==> config.mk <==
export PLATFORM = sky130hd
export DESIGN_NAME = cprv_scoreboard_flat
export DESIGN_NICKNAME = d
export VERILOG_FILES = /design/src/rtl/cprv_scoreboard_if.sv /design/src/rtl/cprv_scoreboard.sv /design/src/flat_wrapper.sv
export SDC_FILE = /design/constraint.sdc
export NUM_CORES = 1
export LEC_CHECK = 0
export CAP_MARGIN = 20
export CORE_ASPECT_RATIO = 0.5
export CORE_MARGIN = 2
export CORE_UTILIZATION = 40
export CTS_BUF_LIST = sky130_fd_sc_hd__clkbuf_4 sky130_fd_sc_hd__clkbuf_8
export DETAILED_ROUTE_END_ITERATION = 10
export PLACE_DENSITY = 0.7
export SLEW_MARGIN = 20
export SYNTH_ARGS = -nofsm -noshare
export SYNTH_HDL_FRONTEND = slang
export SYNTH_SLANG_ARGS = --single-unit
==> constraint.sdc <==
create_clock -name clk -period 6.5 [get_ports clk]
set_input_delay 1.625 -clock clk [delete_from_list [all_inputs] [get_ports clk]]
set_output_delay 1.625 -clock clk [all_outputs]
set_load 0.005 [all_outputs]
==> src/rtl/cprv_scoreboard_if.sv <==
// Handshake and status bundle between the ID stage, the issue scoreboard and EX/WB.
// The scoreboard takes the slave view; the ID/WB-side driver takes the master view.
interface cprv_scoreboard_if #(
    parameter int CNT_WIDTH = 32
);
    logic                 issue_valid_i;
    logic                 issue_ready_o;
    logic                 issue_fire_o;
    logic                 ex_ready_i;
    logic [4:0]           rs1_addr_i;
    logic                 rs1_use_i;
    logic [4:0]           rs2_addr_i;
    logic                 rs2_use_i;
    logic [4:0]           rd_addr_i;
    logic                 rd_en_i;
    logic                 retire_valid_i;
    logic [4:0]           retire_rd_addr_i;
    logic                 flush_i;
    logic [31:0]          pending_o;
    logic [3:0]           inflight_o;
    logic [CNT_WIDTH-1:0] stall_cnt_o;
    logic                 err_o;

    modport master (
        output issue_valid_i, ex_ready_i, rs1_addr_i, rs1_use_i, rs2_addr_i, rs2_use_i,
               rd_addr_i, rd_en_i, retire_valid_i, retire_rd_addr_i, flush_i,
        input  issue_ready_o, issue_fire_o, pending_o, inflight_o, stall_cnt_o, err_o
    );

    modport slave (
        input  issue_valid_i, ex_ready_i, rs1_addr_i, rs1_use_i, rs2_addr_i, rs2_use_i,
               rd_addr_i, rd_en_i, retire_valid_i, retire_rd_addr_i, flush_i,
        output issue_ready_o, issue_fire_o, pending_o, inflight_o, stall_cnt_o, err_o
    );
endinterface

==> src/rtl/cprv_scoreboard.sv <==
// ID->EX issue scoreboard: tracks outstanding register writers and gates issue on
// RAW/WAW hazards and an in-flight limit; flush discards all outstanding writers.
module cprv_scoreboard #(
    parameter int MAX_INFLIGHT  = 4,
    parameter int CNT_WIDTH     = 32,
    parameter int RETIRE_BYPASS = 1
) (
    input logic              clk,
    input logic              rst,
    cprv_scoreboard_if.slave sb
);
    localparam bit         BYPASS  = (RETIRE_BYPASS != 0);
    localparam logic [3:0] MAX_CNT = 4'(MAX_INFLIGHT);

    logic [31:0]          pending;
    logic [3:0]           inflight;
    logic [CNT_WIDTH-1:0] stall_cnt;
    logic                 err;

    logic [31:0] clr_vec;
    logic [31:0] set_vec;
    logic [31:0] pend_eff;
    logic [31:0] pending_nxt;
    logic [3:0]  inflight_nxt;
    logic        raw;
    logic        waw;
    logic        full;
    logic        ready;
    logic        fire;
    logic        do_set;
    logic        retire_ok;
    logic        stall_inc;

    // A write-first regfile lets a same-cycle retire hide the hazard it resolves.
    always_comb begin
        clr_vec      = '0;
        set_vec      = '0;
        pending_nxt  = pending;
        inflight_nxt = inflight;

        if (sb.retire_valid_i && BYPASS)
            clr_vec[sb.retire_rd_addr_i] = 1'b1;
        pend_eff = pending & ~clr_vec;

        raw   = (sb.rs1_use_i && pend_eff[sb.rs1_addr_i]) ||
                (sb.rs2_use_i && pend_eff[sb.rs2_addr_i]);
        waw   = sb.rd_en_i && (sb.rd_addr_i != 5'd0) && pend_eff[sb.rd_addr_i];
        full  = sb.rd_en_i && (inflight == MAX_CNT) && !(sb.retire_valid_i && BYPASS);
        ready = sb.ex_ready_i && !sb.flush_i && !raw && !waw && !full;
        fire  = sb.issue_valid_i && ready;

        do_set = fire && sb.rd_en_i && (sb.rd_addr_i != 5'd0);
        if (do_set)
            set_vec[sb.rd_addr_i] = 1'b1;

        retire_ok = sb.retire_valid_i && (inflight != 4'd0) && pending[sb.retire_rd_addr_i];

        if (sb.flush_i) begin
            pending_nxt  = '0;
            inflight_nxt = '0;
        end else begin
            if (retire_ok)
                pending_nxt[sb.retire_rd_addr_i] = 1'b0;
            pending_nxt = pending_nxt | set_vec;
            case ({do_set, retire_ok})
                2'b10:   inflight_nxt = inflight + 4'd1;
                2'b01:   inflight_nxt = inflight - 4'd1;
                default: inflight_nxt = inflight;
            endcase
        end

        stall_inc = sb.issue_valid_i && sb.ex_ready_i && !sb.flush_i && !ready;
    end

    // Stall count and err survive a flush; only reset clears them.
    always_ff @(posedge clk or posedge rst) begin
        if (rst) begin
            pending   <= '0;
            inflight  <= '0;
            stall_cnt <= '0;
            err       <= 1'b0;
        end else begin
            pending  <= pending_nxt;
            inflight <= inflight_nxt;
            if (sb.retire_valid_i && !retire_ok)
                err <= 1'b1;
            if (stall_inc && (stall_cnt != '1))
                stall_cnt <= stall_cnt + CNT_WIDTH'(1);
        end
    end

    assign sb.issue_ready_o = ready;
    assign sb.issue_fire_o  = fire;
    assign sb.pending_o     = pending;
    assign sb.inflight_o    = inflight;
    assign sb.stall_cnt_o   = stall_cnt;
    assign sb.err_o         = err;
endmodule

==> src/flat_wrapper.sv <==
// flat-port wrapper written by rule: the top's interface ports become plain ports
module cprv_scoreboard_flat 
#(
    parameter int MAX_INFLIGHT  = 4,
    parameter int CNT_WIDTH     = 32,
    parameter int RETIRE_BYPASS = 1
)
  (clk, rst, sb_issue_valid_i, sb_ex_ready_i, sb_rs1_addr_i, sb_rs1_use_i, sb_rs2_addr_i, sb_rs2_use_i, sb_rd_addr_i, sb_rd_en_i, sb_retire_valid_i, sb_retire_rd_addr_i, sb_flush_i, sb_issue_ready_o, sb_issue_fire_o, sb_pending_o, sb_inflight_o, sb_stall_cnt_o, sb_err_o);
  cprv_scoreboard_if #(.CNT_WIDTH(CNT_WIDTH)) sb_i ();
  input logic clk;
  input logic rst;
  input wire logic [$bits(sb_i.issue_valid_i)-1:0] sb_issue_valid_i;
  input wire logic [$bits(sb_i.ex_ready_i)-1:0] sb_ex_ready_i;
  input wire logic [$bits(sb_i.rs1_addr_i)-1:0] sb_rs1_addr_i;
  input wire logic [$bits(sb_i.rs1_use_i)-1:0] sb_rs1_use_i;
  input wire logic [$bits(sb_i.rs2_addr_i)-1:0] sb_rs2_addr_i;
  input wire logic [$bits(sb_i.rs2_use_i)-1:0] sb_rs2_use_i;
  input wire logic [$bits(sb_i.rd_addr_i)-1:0] sb_rd_addr_i;
  input wire logic [$bits(sb_i.rd_en_i)-1:0] sb_rd_en_i;
  input wire logic [$bits(sb_i.retire_valid_i)-1:0] sb_retire_valid_i;
  input wire logic [$bits(sb_i.retire_rd_addr_i)-1:0] sb_retire_rd_addr_i;
  input wire logic [$bits(sb_i.flush_i)-1:0] sb_flush_i;
  output wire logic [$bits(sb_i.issue_ready_o)-1:0] sb_issue_ready_o;
  output wire logic [$bits(sb_i.issue_fire_o)-1:0] sb_issue_fire_o;
  output wire logic [$bits(sb_i.pending_o)-1:0] sb_pending_o;
  output wire logic [$bits(sb_i.inflight_o)-1:0] sb_inflight_o;
  output wire logic [$bits(sb_i.stall_cnt_o)-1:0] sb_stall_cnt_o;
  output wire logic [$bits(sb_i.err_o)-1:0] sb_err_o;
  assign sb_i.issue_valid_i = sb_issue_valid_i;
  assign sb_i.ex_ready_i = sb_ex_ready_i;
  assign sb_i.rs1_addr_i = sb_rs1_addr_i;
  assign sb_i.rs1_use_i = sb_rs1_use_i;
  assign sb_i.rs2_addr_i = sb_rs2_addr_i;
  assign sb_i.rs2_use_i = sb_rs2_use_i;
  assign sb_i.rd_addr_i = sb_rd_addr_i;
  assign sb_i.rd_en_i = sb_rd_en_i;
  assign sb_i.retire_valid_i = sb_retire_valid_i;
  assign sb_i.retire_rd_addr_i = sb_retire_rd_addr_i;
  assign sb_i.flush_i = sb_flush_i;
  assign sb_issue_ready_o = sb_i.issue_ready_o;
  assign sb_issue_fire_o = sb_i.issue_fire_o;
  assign sb_pending_o = sb_i.pending_o;
  assign sb_inflight_o = sb_i.inflight_o;
  assign sb_stall_cnt_o = sb_i.stall_cnt_o;
  assign sb_err_o = sb_i.err_o;
  cprv_scoreboard #(.MAX_INFLIGHT(MAX_INFLIGHT), .CNT_WIDTH(CNT_WIDTH), .RETIRE_BYPASS(RETIRE_BYPASS)) u_core (.clk(clk), .rst(rst), .sb(sb_i));
endmodule
[Word level (Yosys, flattened, before mapping)]
Cells that the tools add are included.
Word-level totals
  register bits: 69
  latch bits: 0
  RAM bits: 0
  memory bits (read-only): 0
  bits of input ports: 29
  memories: 0
Operators by class
  $add $sub $neg: 3
  multipliers: 0
  divide/modulo/power cells: 0
  $lt $le $gt $ge: 6
  eq/ne operators: 4
  shift-type cells: 0
  mux-type cells: 19
  bitwise operators: 5
  reduce and logical (&&, ||, !) cells: 33
Operators with widths (number)
  $mux W32: 5
  $and A32 B32 Y32: 2
  $not A32 Y32: 2
  $add A32 B1 Y32 const B: 1
  $ne A32 B32 Y1 const B: 1
  $or A32 B32 Y32: 1
  $lt A5 B6 Y1 const B: 4
  $logic_and A1 B1 Y1: 22
  $bmux W1 S5: 4
  $demux W1 S5: 2
  $ge A5 B1 Y1 const B: 2
  $pmux W4 S2: 1
  $logic_not A1 Y1: 7
  $mux W1: 6
  $reduce_bool A5 Y1: 1
  $add A4 B1 Y4 const B: 1
  $eq A4 B3 Y1 const B: 1
  $mux W4: 1
  $reduce_bool A4 Y1: 1
  $sub A4 B1 Y4 const B: 1
  $reduce_bool A3 Y1: 1
  $eq A2 B1 Y1 const B: 1
  $eq A2 B2 Y1 const B: 1
  $logic_or A1 B1 Y1: 1

[Depth between registers and ports, before layout]
Gate-level depths: netlist of the first run.
  word-level depth: 21
  mapped depth: 17
  depth with buffers taken out: 14

[Least setup slack after synthesis of the first run]
Ideal clock, no wire load.
  path type: in2out
  start: in sb_rs1_addr_i[0]
  end: out sb_issue_fire_o
  data arrival time: 3.706 ns
  data required time: 4.875 ns
  path slack: 1.169 ns
  stages on the path: 9
  path buffers: 2
  cells stage by stage: clkbuf_1 -> buf_2 -> mux2_1 -> a22oi_1 -> a31oi_1 -> nor4b_1 -> nand4_1 -> nor3_1 -> and2_1
On the way
  longest elaborated chain between the ends: 9
RTL lines
  start: declaration: RTL line flat_wrapper.sv:14  | input wire logic [$bits(sb_i.rs1_addr_i)-1:0] sb_rs1_addr_i;
  $bmux W1 S5: RTL line cprv_scoreboard.sv:45  | raw = (sb.rs1_use_i && pend_eff[sb.rs1_addr_i]) ||
  $mux W1 (implied by the code): RTL line cprv_scoreboard.sv:45
  $logic_and A1 B1 Y1: RTL line cprv_scoreboard.sv:45
  $logic_or A1 B1 Y1: RTL line cprv_scoreboard.sv:45
  $logic_not A1 Y1: RTL line cprv_scoreboard.sv:49  | ready = sb.ex_ready_i && !sb.flush_i && !raw && !waw && !full;
  $logic_and A1 B1 Y1 (3 in series): RTL line cprv_scoreboard.sv:49
  named net sb_issue_ready_o: RTL line flat_wrapper.sv:23  | output wire logic [$bits(sb_i.issue_ready_o)-1:0] sb_issue_ready_o;
  $logic_and A1 B1 Y1: RTL line cprv_scoreboard.sv:50  | fire = sb.issue_valid_i && ready;
  end: declaration: RTL line flat_wrapper.sv:24  | output wire logic [$bits(sb_i.issue_fire_o)-1:0] sb_issue_fire_o;
The timed path passes the listed nets, and every way through them passes these cells. The select of a mux whose other input is x is not followed.

[Worst setup path after layout of the first run]
  start: in sb_rs2_addr_i[0]
  end: out sb_issue_fire_o
On the way
  longest elaborated chain between the ends: 9
RTL lines
  start: declaration: RTL line flat_wrapper.sv:16  | input wire logic [$bits(sb_i.rs2_addr_i)-1:0] sb_rs2_addr_i;
  $bmux W1 S5: RTL line cprv_scoreboard.sv:46  | (sb.rs2_use_i && pend_eff[sb.rs2_addr_i]);
  $mux W1 (implied by the code): RTL line cprv_scoreboard.sv:46
  $logic_and A1 B1 Y1: RTL line cprv_scoreboard.sv:46
  $logic_or A1 B1 Y1: RTL line cprv_scoreboard.sv:45
  $logic_not A1 Y1: RTL line cprv_scoreboard.sv:49
  $logic_and A1 B1 Y1 (3 in series): RTL line cprv_scoreboard.sv:49
  $logic_and A1 B1 Y1: RTL line cprv_scoreboard.sv:50
Every way passes these cells. The select of a mux whose other input is x is not followed.

==> out/qor.csv, run 1 <==
stage,metric,value,unit
route,post-route-drc-count,0,
final_layout,stdcell_area,6839,um^2
sta,slew_viol_final,0,
sta,skew,9.559,ps
final_layout,drive_above_1_share,0.1234,
route,ant_nets,0,
global_routing,antenna_found_initial,0,
sta,final-setup-viol-count,0,
yosys,ys_seq_area_frac,0.3210,
outcome,status,finished clean,
setup_path,reg2reg_slack,2840,ps
global_routing,grt_max_degree,70,
clocking,clk_latency,340,ps
sta,layout_min_cycle_time,6318,ps
global_routing,grt_pass1_wl,27.69,mm
yosys,synth_cells,589,
global_routing,globalRoute.totalOverflow,0,
clocking,root_buffer,clkbuf_8,
yosys,ys_types,66,
floorplanning,chipHeight,86,um
final_layout,n_fill_cell,1153,
sta,tns,0,ps
route,viasPerCell,6.318,
floorplanning,num_rows,29,
worst_hold_path,hp-class,reg -> reg,
final_layout,antennaDiodeCount,0,
sta,hold_viol_final,0,
final_layout,regArea,1727,um^2
power_and_ir_drop,p_leak,0.002596,uW
placement,dp_hpwl,12.55,mm
yosys,synth_edf_count,0,
power_and_ir_drop,irDropWorstVdd,0.08799,mV
route,totalWireLength,17.63,mm
setup_path,critical_path_class,in -> out,
yosys,async_flop_share,1.000,
clocking,postCtsSetupBuffers,0,
yosys,yosys_warnings,0,
clocking,cts.reportedPaths.clkPinSlew,70,ps
power_and_ir_drop,power,991.6,uW
route,first_iter_violations,578,
placement,placed_cell_area,6649,um^2
route,drt-pass1-iter-count,5,
power_and_ir_drop,power_density,145.0,nW/um^2
route,wire_per_inst,20.52,um
clocking,clock_sinks,69,
yosys,syn_avg_cell_area,9.132,um^2
placement,place.port_buffers,99,
floorplanning,die_area,14450,um^2
clocking,cts_resized,0,
yosys,syn-cell-area,5379,um^2
setup_path,cp_top_family,buffers and inverters,
yosys,ys_ff_latch,69,
setup_path,cp_slowest_cell,clkdlybuf4s50_1,
sta,min_period_over_period,0.9719,
yosys,yosysTopAreaCellShare,0.3210,
floorplanning,die_w,168.0,um
route,vias,5427,
setup_path,crit_chain,clkdlybuf4s50_1 > buf_4 > mux2_2 > and3_1 > o21ai_0 > a41o_1 > nand4_1 > nor3_2 > buf_4 > and2_1 > clkdlybuf4s50_1,
yosys,synth_ff_type,dfrtp_1,
setup_path,worst-endpoint-required,4880,ps
setup_path,cp.arrival,4690,ps
clocking,htreeDepth,3,
sta,tightest_slew,866.6,ps
final_layout,multi_input_area,3428,um^2
setup_path,path_buf_inv,4,
floorplanning,pin_count,100,
run,maxCapViolCount,0,
global_routing,grt_pass1_vias,5123,
yosys,syn_nets,622,
floorplanning,start_util,0.4176,
clocking,holdBufCountCts,0,
floorplanning,placeableCoreArea,12880,um^2
yosys,synth.largest_area_cell,dfrtp_1,
clocking,cts_tree,yes,
placement,place_congestion,0.9228,
yosys,netlist_top_cells_area,"dfrtp_1, mux4_2, mux2i_1, nand3_1, xnor2_1",
setup_path,path_max_fanout,9,
sta,rsz0062_at_grt,no,
sta,max_freq,158.3,MHz
sta,slew_headroom,0.4223,
final_layout,nets,718,
setup_path,cpPeakStageDelay,600,ps
global_routing,grtUsageTotal,0.2427,
clocking,clock_path_buffers,2,
clocking,numCtsBuffers,9,
setup_path,crit_path_start_kind,primary input,
final_layout,area_growth,27.15,%
setup_path,cp-end-kind,primary output,
[synthesized netlist by cell type (5+ instances only)]
master	count
dfrtp_1	69
nand3_1	67
a21oi_1	38
mux2i_1	35
xnor2_1	33
nand2_1	28
nor2_1	27
clkbuf_1	23
o31ai_1	21
o21ai_0	20
nor3_1	17
mux4_2	16
nand4_1	16
buf_2	14
inv_1	11
mux2_2	11
a311oi_1	9
and2_1	9
and3_1	8
and4_1	8
nand2b_1	7
nor2b_1	7
a31oi_1	6
buf_1	6
or3_1	6
xor2_1	6
mux2_1	5
[power by group]
group	switching, uW	internal [uW]	total [uW]
combinational	112	91.5	203
clock	158	167	325
sequential	19.8	443	463
total	290	702	992
[kinds of logic (layout without fill, tap and decap cells)]
group	after synthesis	after routing	share of synthesized area
simple gates	229	229	0.2391
compound gates	123	123	0.1503
flops	69	69	0.3210
mux	67	67	0.1656
buf+inv	56	156	0.04373
xor+xnor	41	41	0.06955
fa+ha+maj	4	4	0.01070
[layout by cell type (no fill, tap or decap), drive strengths merged, types with 3 or more instances in the layout]
cell / instances
xor2: 6
nand2b: 7
nor2: 27
nor4b: 4
nand4: 16
nand3: 67
mux2: 16
mux2i: 35
ha: 3
a211oi: 3
nand2: 28
mux4: 16
xnor2: 35
clkbuf: 12
a21oi: 38
inv: 11
o21ai: 20
dfrtp: 69
and3: 8
nor2b: 7
and4: 8
o31ai: 21
o22ai: 3
a31oi: 6
nor3b: 4
buf: 30
clkdlybuf4s50: 99
nand3b: 3
or2: 3
a311oi: 9
or3: 6
a22oi: 4
nor3: 18
nor4: 6
and2: 9
[registers in the layout (all words and copies together) (netlist names)]
signal and cells:
u_core.sb.pending_o 32, u_core.sb.stall_cnt_o 32, u_core.sb.inflight_o 4, u_core.sb.err_o 1
[final cells by class]
| cell class | count | share of cell area |
|---|---|---|
| clock buffer | 12 | 0.02415 |
| clock inverter | 3 | 0.002927 |
| inverter | 12 | 0.006586 |
| multi-input combinational | 464 | 0.5013 |
| sequential | 69 | 0.2525 |
| tap | 170 | 0.03110 |
| timing repair buffer | 129 | 0.1815 |
[per-layer routing]
metal  wire [um]  GRT usage  vias up
li1            -          -     2428
met1        7677     0.3442     2655
met2        7784     0.3696      316
met3        1887    0.05999       28
met4         277    0.06877        0
met5           0          0        -
[per-stage QoR]
step	hold slack [ps]	setup slack, ps	std cells	util
2_1_floorplan	467.8	1169	589	-
3_3_place_gp	473.7	168.7	844	0.5162
3_5_place_dp	469.5	175.8	844	0.5162
4_1_cts	488.4	150.8	859	0.5305
5_1_grt	512.1	3.051	859	0.5309
6_report	490.6	182.4	859	0.5309
[path summary, 6_finish.rpt]
| check | to | startpoint | depth (start not counted) |
|---|---|---|---|
| hold reg to reg | u_core.sb.stall_cnt_o[10] | u_core.sb.stall_cnt_o[10] | 1 |
| hold / removal | u_core.sb.stall_cnt_o[10] | u_core.sb.stall_cnt_o[10] | 1 |
| max in group asynchronous | u_core.sb.stall_cnt_o[25] | rst | 3 |
| setup / recovery | sb_issue_fire_o | sb_rs2_addr_i[0] | 11 |
| setup reg to reg | u_core.sb.inflight_o[3] | u_core.sb.inflight_o[0] | 14 |
| min in group asynchronous | u_core.sb.pending_o[31] | rst | 3 |
[worst reg2reg max path: cells and delay by family, from the launching register on]
family                     cells  cell delay [ps]
and+or+nand+nor                7             1480
AOI/OAI and AO/OA              4              970
DFF                            1              440
adders and majority gates      1              320
muxes                          1              180
xor gates and xnor gates       1              150
Note: power is estimated with default switching activity, not from simulation.
==> run 2, diff against run 1 <==
Settings changed: MAX_ROUTING_LAYER set to met4.
==> out/qor.csv, run 2 (synthesis results as in run 1) <==
stage,metric,value,unit,change
outcome,status,finished clean,,unchanged
final_layout,antennaDiodeCount,0,,unchanged
placement,place_congestion,0.9361,,was 0.9228
route,totalWireLength,17.61,mm,was 17.63 mm
setup_path,reg2reg_slack,2670,ps,was 2840 ps
final_layout,drive_above_1_share,0.1221,,was 0.1234
setup_path,crit_path_start_kind,primary input,,unchanged
global_routing,grt_pass1_wl,27.83,mm,was 27.69 mm
clocking,cts_tree,yes,,unchanged
final_layout,final_common_cell,clkdlybuf4s50_1,,unchanged
setup_path,path_buf_inv,4,,unchanged
clocking,htreeDepth,3,,unchanged
floorplanning,die_area,14450,um^2,unchanged
setup_path,cp.arrival,4730,ps,was 4690 ps
power_and_ir_drop,switching_power,296.9,uW,was 289.7 uW
clocking,clock_path_buffers,2,,unchanged
sta,max_freq,157.5,MHz,was 158.3 MHz
global_routing,grtUsageTotal,0.2515,,was 0.2427
floorplanning,start_util,0.4176,,unchanged
sta,final-setup-viol-count,0,,unchanged
setup_path,critical_path_class,in -> out,,unchanged
worst_hold_path,min_path_cells,1,,unchanged
clocking,cts.reportedPaths.clkPinSlew,70,ps,about the same
route,wire_per_inst,20.52,um,about the same
sta,tightest_slew,868.0,ps,was 866.6 ps
global_routing,antenna_found_initial,0,,unchanged
floorplanning,pin_count,100,,unchanged
power_and_ir_drop,clkPwrFrac,0.367,,was 0.328
clocking,root_buffer,clkbuf_8,,unchanged
route,ant_nets,0,,unchanged
setup_path,crit_chain,clkdlybuf4s50_1 > buf_12 > mux4_2 > nand3_1 > a31oi_1 > o41ai_2 > nand4_1 > nor3_1 > buf_4 > and2_1 > clkdlybuf4s50_1,,was clkdlybuf4s50_1 > buf_4 > mux2_2 > and3_1 > o21ai_0 > a41o_1 > nand4_1 > nor3_2 > buf_4 > and2_1 > clkdlybuf4s50_1
clocking,clock_sinks,69,,unchanged
final_layout,nets,716,,was 718
setup_path,reg2reg_from,u_core.sb.inflight_o[0],,unchanged
route,drt-pass1-iter-count,5,,unchanged
sta,slew_headroom,0.4214,,was 0.4223
worst_hold_path,min_to,u_core.sb.err_o,,was u_core.sb.stall_cnt_o[10]
final_layout,utilization,0.5333,,was 0.5309
setup_path,cp_slowest_cell,mux4_2,,was clkdlybuf4s50_1
worst_hold_path,holdCritStartpoint,u_core.sb.err_o,,was u_core.sb.stall_cnt_o[10]
setup_path,cp-end-kind,primary output,,unchanged
sta,slew_viol_final,0,,unchanged
floorplanning,chipHeight,86,um,unchanged
sta,skew,10.15,ps,was 9.559 ps
placement,place.port_buffers,99,,unchanged
sta,tns,0,ps,unchanged
setup_path,cp_top_family,buffers and inverters,,unchanged
clocking,holdBufCountCts,0,,unchanged
final_layout,final_cell_mix,"clkdlybuf4s50_1, dfrtp_1, nand3_1, a21oi_1, mux2i_1",,unchanged
floorplanning,placeableCoreArea,12880,um^2,unchanged
sta,hold_viol_final,0,,unchanged
worst_hold_path,hp-class,reg -> reg,,unchanged
floorplanning,num_rows,29,,unchanged
setup_path,path_max_fanout,22,,was 9
power_and_ir_drop,irDropWorstVdd,0.1256,mV,was 0.08799 mV
sta,min_period_over_period,0.9771,,was 0.9719
final_layout,area_growth,27.70,%,was 27.15%
sta,layout_min_cycle_time,6351,ps,was 6318 ps
power_and_ir_drop,p_seq_frac,0.441,,was 0.467
setup_path,cpPeakStageDelay,510,ps,was 600 ps
power_and_ir_drop,p_leak,0.002615,uW,was 0.002596 uW
power_and_ir_drop,power.internal,755.0,uW,was 701.9 uW
setup_path,rr_endpoint,u_core.sb.inflight_o[3],,unchanged
power_and_ir_drop,power_density,153.1,nW/um^2,was 145.0 nW/um^2
global_routing,globalRoute.totalOverflow,0,,unchanged
route,viasPerCell,6.283,,was 6.318
route,first_iter_violations,528,,was 578
setup_path,cp.depth,11,,unchanged
clocking,numCtsBuffers,9,,unchanged
global_routing,grt_max_degree,70,,unchanged
run,maxCapViolCount,0,,unchanged
route,vias,5391,,was 5427
setup_path,reg2reg_depth,15,,was 14
power_and_ir_drop,p_comb_frac,0.192,,was 0.205
power_and_ir_drop,switching_share,0.2823,,was 0.2921
route,post-route-drc-count,0,,unchanged
setup_path,worst-endpoint-required,4880,ps,about the same
floorplanning,die_w,168.0,um,unchanged
sta,rsz0062_at_grt,no,,unchanged
global_routing,grt_pass1_vias,5126,,was 5123
clocking,clk_latency,350,ps,was 340 ps
setup_path,cp_common_cell,clkdlybuf4s50_1,,
placement,dp_hpwl,12.69,mm,was 12.55 mm
==> run 2: worst max path at each step <==
stage | endpoint | slack (ps) | start
after floorplan | sb_issue_fire_o | 1170 | sb_rs1_addr_i[0]
after global placement | sb_issue_fire_o | 170 | sb_retire_rd_addr_i[0]
after detailed placement | sb_issue_fire_o | 130 | sb_rs2_addr_i[0]
after CTS | sb_issue_fire_o | 100 | sb_rs1_addr_i[0]
after global routing | sb_issue_fire_o | 3 | sb_rs2_addr_i[0]
final | sb_issue_fire_o | 150 | sb_rs1_addr_i[0]
==> run 2: metrics by stage <==
step                hold slack [ps]  total power (uW)  area [um^2]  cells  setup WS, ps
detailed placement            460.9             670.1         6639    841         130.2
CTS                           481.1              1062         6858    857         97.56
global route                  494.5              1099         6869    858         2.512
global placement              471.5             668.4         6639    841         168.3
floorplan                     467.8             571.9         5379    589          1169
finish                        483.3              1052         6869    858         149.1
==> run 2: power by group through the flow <==
| stage | clock network (uW) | logic (uW) | registers, uW |
|---|---|---|---|
| final | 386 | 202 | 464 |
| after global routing | 415 | 217 | 467 |
| after CTS | 398 | 201 | 463 |
| after detailed placement | 0 | 200 | 470 |
| after global placement | 0 | 199 | 470 |
| after floorplan | 0 | 104 | 468 |
==> run 2: what timing repair did <==
item / 4_1_cts / 5_1_grt
resized for setup: 0 / 1
setup endpoints to repair: 0 / 1
setup buffers: 0 / 1
==> run 2: layer usage <==
layer,part of all wire,global-route usage
met1,0.44,0.3430
met3,0.10,0.05399
met5,0,-
met2,0.44,0.3775
met4,0.022,0.07510
==> run 2: area by class of cell <==
| class | instances | area, um^2 |
|---|---|---|
| tap | 170 | 212.7 |
| fill | 1132 | 6012 |
| timing repair buffer | 127 | 1239 |
| inverter | 12 | 45.04 |
| clock buffer | 10 | 131.4 |
| sequential | 69 | 1727 |
| multi-input combinational | 464 | 3427 |
| clock inverter | 6 | 87.58 |
